$ cat src/rtl/fetch_queue_pkg.sv
// Shared constants for the fetch-to-decode queue: datapath width, the
// instruction word shown when the queue is empty, and the occupancy width.
package fetch_queue_pkg;

    localparam int XLEN = 32;

    // An empty queue presents an all-zero word to decode.
    localparam logic [XLEN-1:0] NOP_INSTR = '0;

    function automatic int countWidth(input int depth);
        return $clog2(depth) + 1;
    endfunction

endpackage

$ cat src/rtl/fetch_queue_mem.sv
// Entry storage for the fetch queue: one synchronous write port and one
// asynchronous read port, no reset on the array itself.
module fetch_queue_mem #(
    parameter int DEPTH = 4,
    parameter int DW    = 64
) (
    input  logic                     clk,
    input  logic                     we,
    input  logic [$clog2(DEPTH)-1:0] waddr,
    input  logic [DW-1:0]            wdata,
    input  logic [$clog2(DEPTH)-1:0] raddr,
    output logic [DW-1:0]            rdata
);

    logic [DW-1:0] entries [DEPTH];

    always_ff @(posedge clk) begin
        if (we) begin
            entries[waddr] <= wdata;
        end
    end

    assign rdata = entries[raddr];

endmodule

$ cat src/rtl/fetch_queue.sv
// In-order buffer between IF and ID: freezes IF when full and squashes all
// entries on a taken branch.
module fetch_queue
    import fetch_queue_pkg::*;
#(
    parameter int DEPTH = 4,
    parameter int WIDTH = XLEN
) (
    input  logic                         clk,
    input  logic                         rst,
    input  logic                         in_valid,
    input  logic [WIDTH-1:0]             in_PC,
    input  logic [WIDTH-1:0]             in_Instruction,
    input  logic                         flush,
    input  logic                         dec_freeze,
    output logic                         freeze_if,
    output logic                         out_valid,
    output logic [WIDTH-1:0]             out_PC,
    output logic [WIDTH-1:0]             out_Instruction,
    output logic [countWidth(DEPTH)-1:0] count
);

    localparam int AW = $clog2(DEPTH);
    localparam int CW = countWidth(DEPTH);

    logic [AW-1:0]      wrPtr;
    logic [AW-1:0]      rdPtr;
    logic [CW-1:0]      occupancy;
    logic               full;
    logic               empty;
    logic               push;
    logic               pop;
    logic [2*WIDTH-1:0] headData;

    assign full  = (occupancy == CW'(DEPTH));
    assign empty = (occupancy == '0);

    // Flush wins over both ends so the branch shadow never enters the queue.
    assign push = in_valid & ~full & ~flush;
    assign pop  = ~empty & ~dec_freeze & ~flush;

    always_ff @(posedge clk or negedge rst) begin
        if (!rst) begin
            wrPtr     <= '0;
            rdPtr     <= '0;
            occupancy <= '0;
        end else if (flush) begin
            wrPtr     <= '0;
            rdPtr     <= '0;
            occupancy <= '0;
        end else begin
            if (push) begin
                wrPtr <= wrPtr + AW'(1);
            end
            if (pop) begin
                rdPtr <= rdPtr + AW'(1);
            end
            case ({push, pop})
                2'b10:   occupancy <= occupancy + CW'(1);
                2'b01:   occupancy <= occupancy - CW'(1);
                default: occupancy <= occupancy;
            endcase
        end
    end

    fetch_queue_mem #(
        .DEPTH (DEPTH),
        .DW    (2 * WIDTH)
    ) mem (
        .clk   (clk),
        .we    (push),
        .waddr (wrPtr),
        .wdata ({in_PC, in_Instruction}),
        .raddr (rdPtr),
        .rdata (headData)
    );

    // Freeze comes from registered occupancy only, so a pop while full costs
    // one bubble instead of a dec_freeze-to-IF combinational path.
    assign freeze_if       = full;
    assign out_valid       = ~empty;
    assign count           = occupancy;
    assign out_PC          = empty ? '0 : headData[2*WIDTH-1:WIDTH];
    assign out_Instruction = empty ? WIDTH'(NOP_INSTR) : headData[WIDTH-1:0];

endmodule

$ cat config.mk
export PLATFORM = sky130hd
export DESIGN_NAME = fetch_queue
export DESIGN_NICKNAME = d
export VERILOG_FILES = /design/src/rtl/fetch_queue_pkg.sv /design/src/rtl/fetch_queue_mem.sv /design/src/rtl/fetch_queue.sv
export SDC_FILE = /design/constraint.sdc
export NUM_CORES = 1
export LEC_CHECK = 0
export ABC_AREA = 1
export BUFFER_PORTS_ARGS = -buffer_cell sky130_fd_sc_hd__buf_2
export CORE_UTILIZATION = 52
export DETAILED_ROUTE_END_ITERATION = 10
export PLACE_DENSITY_LB_ADDON = 0.2
export SYNTH_ARGS = -nofsm -noshare
export SYNTH_HDL_FRONTEND = slang
export SYNTH_SLANG_ARGS = --single-unit
$ cat constraint.sdc
create_clock -name clk -period 3.95 [get_ports clk]
set_clock_uncertainty 0.15 [all_clocks]
set_input_delay 0.79 -clock clk [delete_from_list [all_inputs] [get_ports clk]]
set_output_delay 0.79 -clock clk [all_outputs]
set_load 0.05 [all_outputs]
# [Word-level counts from Yosys, hierarchy flattened]
# Memory sizes are Yosys's and may differ from the RTL's.
# Cells that the tools add are included.
[totals] inputBits=69 n_memories=1 ff_bits=7 ramBits=256 output_inout_bits=69
[memory_table] name="mem.entries" depth=4 word_bits=64 rd=1 rd_clocked_by_memory_dff=0 write_ports=1 line="fetch_queue_mem.sv:15" source="logic [DW-1:0] entries [DEPTH];"
[classes] n_reduce_logical=4 add_sub_neg=4 n_mux=10 n_bitwise=8 n_eq_ne=3
[op_table] operator="32-bit two-way mux" count=2
[op_table] operator="2-bit two-way mux" count=4
[op_table] operator="3-bit case mux with 2 select lines" count=1
[op_table] operator="2-bit by 1-bit adder with 2-bit output (second input constant)" count=2
[op_table] operator="1-bit AND" count=4
[op_table] operator="1-bit NOT" count=4
[op_table] operator="2-bit nonzero test" count=2
[op_table] operator="3-bit by 1-bit adder with 3-bit output (second input constant)" count=1
[op_table] operator="3-bit equality test (second input constant)" count=1
[op_table] operator="3-bit zero test" count=1
[op_table] operator="3-bit two-way mux" count=1
[op_table] operator="3-bit nonzero test" count=1
[op_table] operator="3-bit by 1-bit subtractor with 3-bit output (second input constant)" count=1
[op_table] operator="2-bit by 1-bit equality test with 1-bit output (second input constant)" count=1
[op_table] operator="2-bit equality test (second input constant)" count=1
[op_table] operator="1-bit two-way mux" count=2

# [Longest topological paths before layout]
[logic_depth] word_depth=7 depth_mapped=13 ltp_nobuf=13

# [Modules after synthesis]
# Synthesis repeated with hierarchy kept, for this count alone.
[hier_totals] hier_cells=1196 area_unflattened_um2=11695.0
[by_module_without_submodules] mod="fetch_queue_mem" cells_each=1010 seq_area_each_um2=7687.4 n_inst=1 area_per_inst_um2=10761.6
[by_module_without_submodules] mod="fetch_queue" cells_each=186 seq_area_each_um2=175.2 n_inst=1 area_per_inst_um2=933.4

# [Worst setup path after synthesis]
# No wires, ideal clock.
[synth_path] path_kind="flip-flop to flip-flop" from="register occupancy[0], in the netlist count[0]" to="memory mem.entries[0][0], enable pin" path_buffers=0 period_less_slack_ns=4.424 path_stages_with_launch=5 t_arrival_ns=3.787 path_slack_ns=-0.474 cell_sequence="dfrtp_1 nor2_1 nand2_1 nand3_2 nor2_1"
[synth_between] elab_chain_cells=6
[synth_lines] item="start, declared" line="fetch_queue.sv:28" source="logic [CW-1:0] occupancy;"
[synth_lines] item="start signal, assigned" line="fetch_queue.sv:59" source="2'b10: occupancy <= occupancy + CW'(1);"
[synth_lines] item="start signal, assigned" line="fetch_queue.sv:60" source="2'b01: occupancy <= occupancy - CW'(1);"
[synth_lines] item="start signal, assigned" line="fetch_queue.sv:61" source="default: occupancy <= occupancy;"
[synth_lines] item="3-bit equality test" line="fetch_queue.sv:35" source="assign full = (occupancy == CW'(DEPTH));"
[synth_lines] item="1-bit NOT" line="fetch_queue.sv:39" source="assign push = in_valid & ~full & ~flush;"
[synth_lines] item="1-bit AND (2 in series)" line="fetch_queue.sv:39"
[synth_lines] item="1-bit two-way mux" line="fetch_queue_mem.sv:18" source="if (we) begin"
[synth_lines] item="1-bit two-way mux (not written as such)" line="fetch_queue_mem.sv:19" source="entries[waddr] <= wdata;"
[synth_lines] item="end, declared" line="fetch_queue_mem.sv:15"
# Every way passes these cells.

# [Final worst setup path]
[layout_path] from="register rdPtr[1]" to="output port out_Instruction[2]"
[layout_between] elab_chain_cells=2
[layout_lines] item="start, declared" line="fetch_queue.sv:27" source="logic [AW-1:0] rdPtr;"
[layout_lines] item="start signal, assigned" line="fetch_queue.sv:56" source="rdPtr <= rdPtr + AW'(1);"
[layout_lines] item="memory 4 x 64 bit"
[layout_lines] item="32-bit two-way mux" line="fetch_queue.sv:84" source="assign out_Instruction = empty ? WIDTH'(NOP_INSTR) : headData[WIDTH-1:0];"
[layout_lines] item="end, declared" line="fetch_queue.sv:19" source="output logic [WIDTH-1:0] out_Instruction,"
# Every way passes these cells.

==> flow_summary.ini <==
[run_status]
status = finished, final reports clean

[worst_setup_path]
crit_type = flip-flop to output port
arrival_ps = 2540
r2r-start = count[0]
rr_endpoint = count[2]
crit_chain = inv_2 -> buf_12 -> nor2_1 -> o21ai_0 -> a21oi_1 -> buf_2
cp_slowest_stage_delay_ps = 650
end_kind = output port
r2r_slack_ps = 1740
reg2regPathDepth = 13
required_ps = 3010
critPathLaunchType = flip-flop
path_max_fanout = 42
slowest_stage = dfrtp_2

[layout]
final_common_cell = nor2_1
final.fill_count = 1503
drive_above_1_share = 0.200
final_nets = 1029
final_cell_mix = 258 x nor2_1, 256 x edfxtp_1, 137 x buf_2, 129 x o21ai_0, 68 x a21oi_1
syn_to_final_growth_pct = 17.4
final_util = 0.625

[route]
routedWlPerCell_um = 17.4
drtPass1Iterations = 4
via_per_inst = 5.27
ant_nets = 0
drc = 0
drtIter0Drc = 510
vias = 6533
wirelength_um = 21600

[floorplanning]
die_w_um = 143
initial_core_util = 0.532
chipHeight_um = 143
core_um2 = 19500
die-area_um2 = 20500
rows = 51
io_pins = 138

[pwr]
ir_drop_mv = 0.569
power.leakage_nw = 4.46
p_per_area_nw_per_um2 = 729
p_total_mw = 8.86

[clocking]
postCtsSetupBuffers = 0
clock_sinks = 263
cts_hold_buf = 1
cts_root_buf = clkbuf_16
ctsLongestPathBuffers = 3
h-tree-depth = 1
clk_latency_ps = 520
post_cts_resized = 0
cts_tree = yes
path_clk_slew_ps = 60
cts_inserted_buffers = 27

[global_route]
grt_antenna_before_repair = 1
grt_max_degree = 130
overflow = 0
grtUsageTotal = 0.213
grt_pass1_vias = 6210
grt_first_pass_wirelength_um = 32900

[sta]
max_slew.worst_pin.slew_ps = 622
fin_crit_ps = 3480
drv_slew = 0
max_slew_margin = 0.585
timing.final.ws_setup_ps = 473
finalHoldViolations = 0
grt_setup_unrepaired = no
max_freq_ghz = 0.288
fin_crit_sh = 0.880
setup_viol = 0

[logic_synthesis]
synthDistinctLibCells = 19
ys_warn_count = 0
synth.avg_cell_area_um2 = 12.6
yosysSeqAreaShare = 0.759
synthesis.area_um2 = 10400
synthCells = 821
synth_nets = 895
synth-seq-cells = 263

[worst_hold_path]
hp-class = primary input to flip-flop
hp-start = in_Instruction[8]
holdPathStages = 1
hold_end = mem.entries[0][8]

[place]
gp_congestion = 0.777
hpwl_um = 11800
io_buffers = 137
detailedPlace.worstSlack_ps = 992

[job]
max_cap_viol_count = 0
-- worst max path at each step --
stage | from | end | slack, ps | depth (start not counted)
after floorplan | count[0] | mem.entries[0][0] | -470 | 4
after global placement | rdPtr[1] | out_PC[26] | 1020 | 6
after detailed placement | rdPtr[1] | out_PC[26] | 990 | 6
after CTS | rdPtr[1] | out_PC[26] | 440 | 6
after global routing | rdPtr[1] | out_Instruction[2] | 300 | 6
final | rdPtr[1] | out_Instruction[2] | 470 | 6
-- final cells by class --
| class | instances | area (um^2) | share of cell area |
|---|---|---|---|
| Clock buffer | 32 | 694 | 0.0571 |
| Sequential cell | 263 | 7870 | 0.647 |
| Clock inverter | 15 | 145 | 0.0119 |
| Multi-Input combinational cell | 493 | 2190 | 0.180 |
| Timing Repair Buffer | 153 | 858 | 0.0706 |
| Inverter | 17 | 65.1 | 0.00535 |
| Tap cell | 265 | 332 | 0.0273 |
| Antenna cell | 2 | 5.00 | 0.000412 |
-- cell usage after synthesis --
cell      count  area [um^2]
buf_4        14          105
inv_1        15         56.3
buf_1         6         22.5
edfxtp_1    256         7690
fa_1          1         20.0
inv_2         2         7.51
dfrtp_1       7          175
a21oi_1      68          340
o21ai_1       3         15.0
nand3_1       1         5.00
xnor2_1       1         8.76
nand3_2       1         10.0
buf_2        14         70.1
clkbuf_1     12         45.0
nor2_1      262          983
o21ai_0     129          646
ha_1          4         50.1
buf_6         2         22.5
nand2_1      23         86.3
-- per-stage QoR --
stage / hold WS [ps] / TNS (ps) / area, um^2 / cells
2_1_floorplan: 344 / -121310 / 10400 / 821
3_3_place_gp: 409 / 0 / 11300 / 1190
3_5_place_dp: 419 / 0 / 11300 / 1190
4_1_cts: 312 / 0 / 12200 / 1238
5_1_grt: 318 / 0 / 12200 / 1238
6_report: 333 / 0 / 12200 / 1240
-- per-layer routing --
metal  part of all wire  track usage
met1               0.41        0.269
met3              0.060       0.0379
met5            0.00060            0
met4              0.031       0.0849
met2               0.50        0.363
-- state kept, by name, summed over array words and instances, names as in the netlist --
name and count:
mem.entries 256, rdPtr 2, count 3, wrPtr 2
-- worst max-delay path: cells and delay by family (launching register included) --
family / cells / cell delay, ps
AND/OR/NAND/NOR: 1 / 110
AO/OA/AOI/OAI: 2 / 300
flip-flops: 1 / 650
buffers and inverters: 3 / 950
-- where the power goes --
part	switching, mW	internal (mW)	leakage, nW	total, mW
clock	0.979	1.44	0.403	2.42
combinational	2.49	0.665	1.64	3.15
sequential	0.0585	3.24	2.41	3.30
total	3.53	5.34	4.46	8.86
-- cells by family (layout without fill, tap and decap cells) --
family | Yosys count | in the layout | synth area share
AO/OA/AOI/OAI | 200 | 200 | 0.0967
adder cells (fa/ha/maj) | 5 | 5 | 0.00677
flip-flops | 263 | 263 | 0.759
AND/OR/NAND/NOR | 287 | 287 | 0.105
buffers and inverters | 65 | 217 | 0.0318
XOR/XNOR | 1 | 1 | 0.000846
other | 0 | 2 | 0
Power figures use the tool's default switching activity.
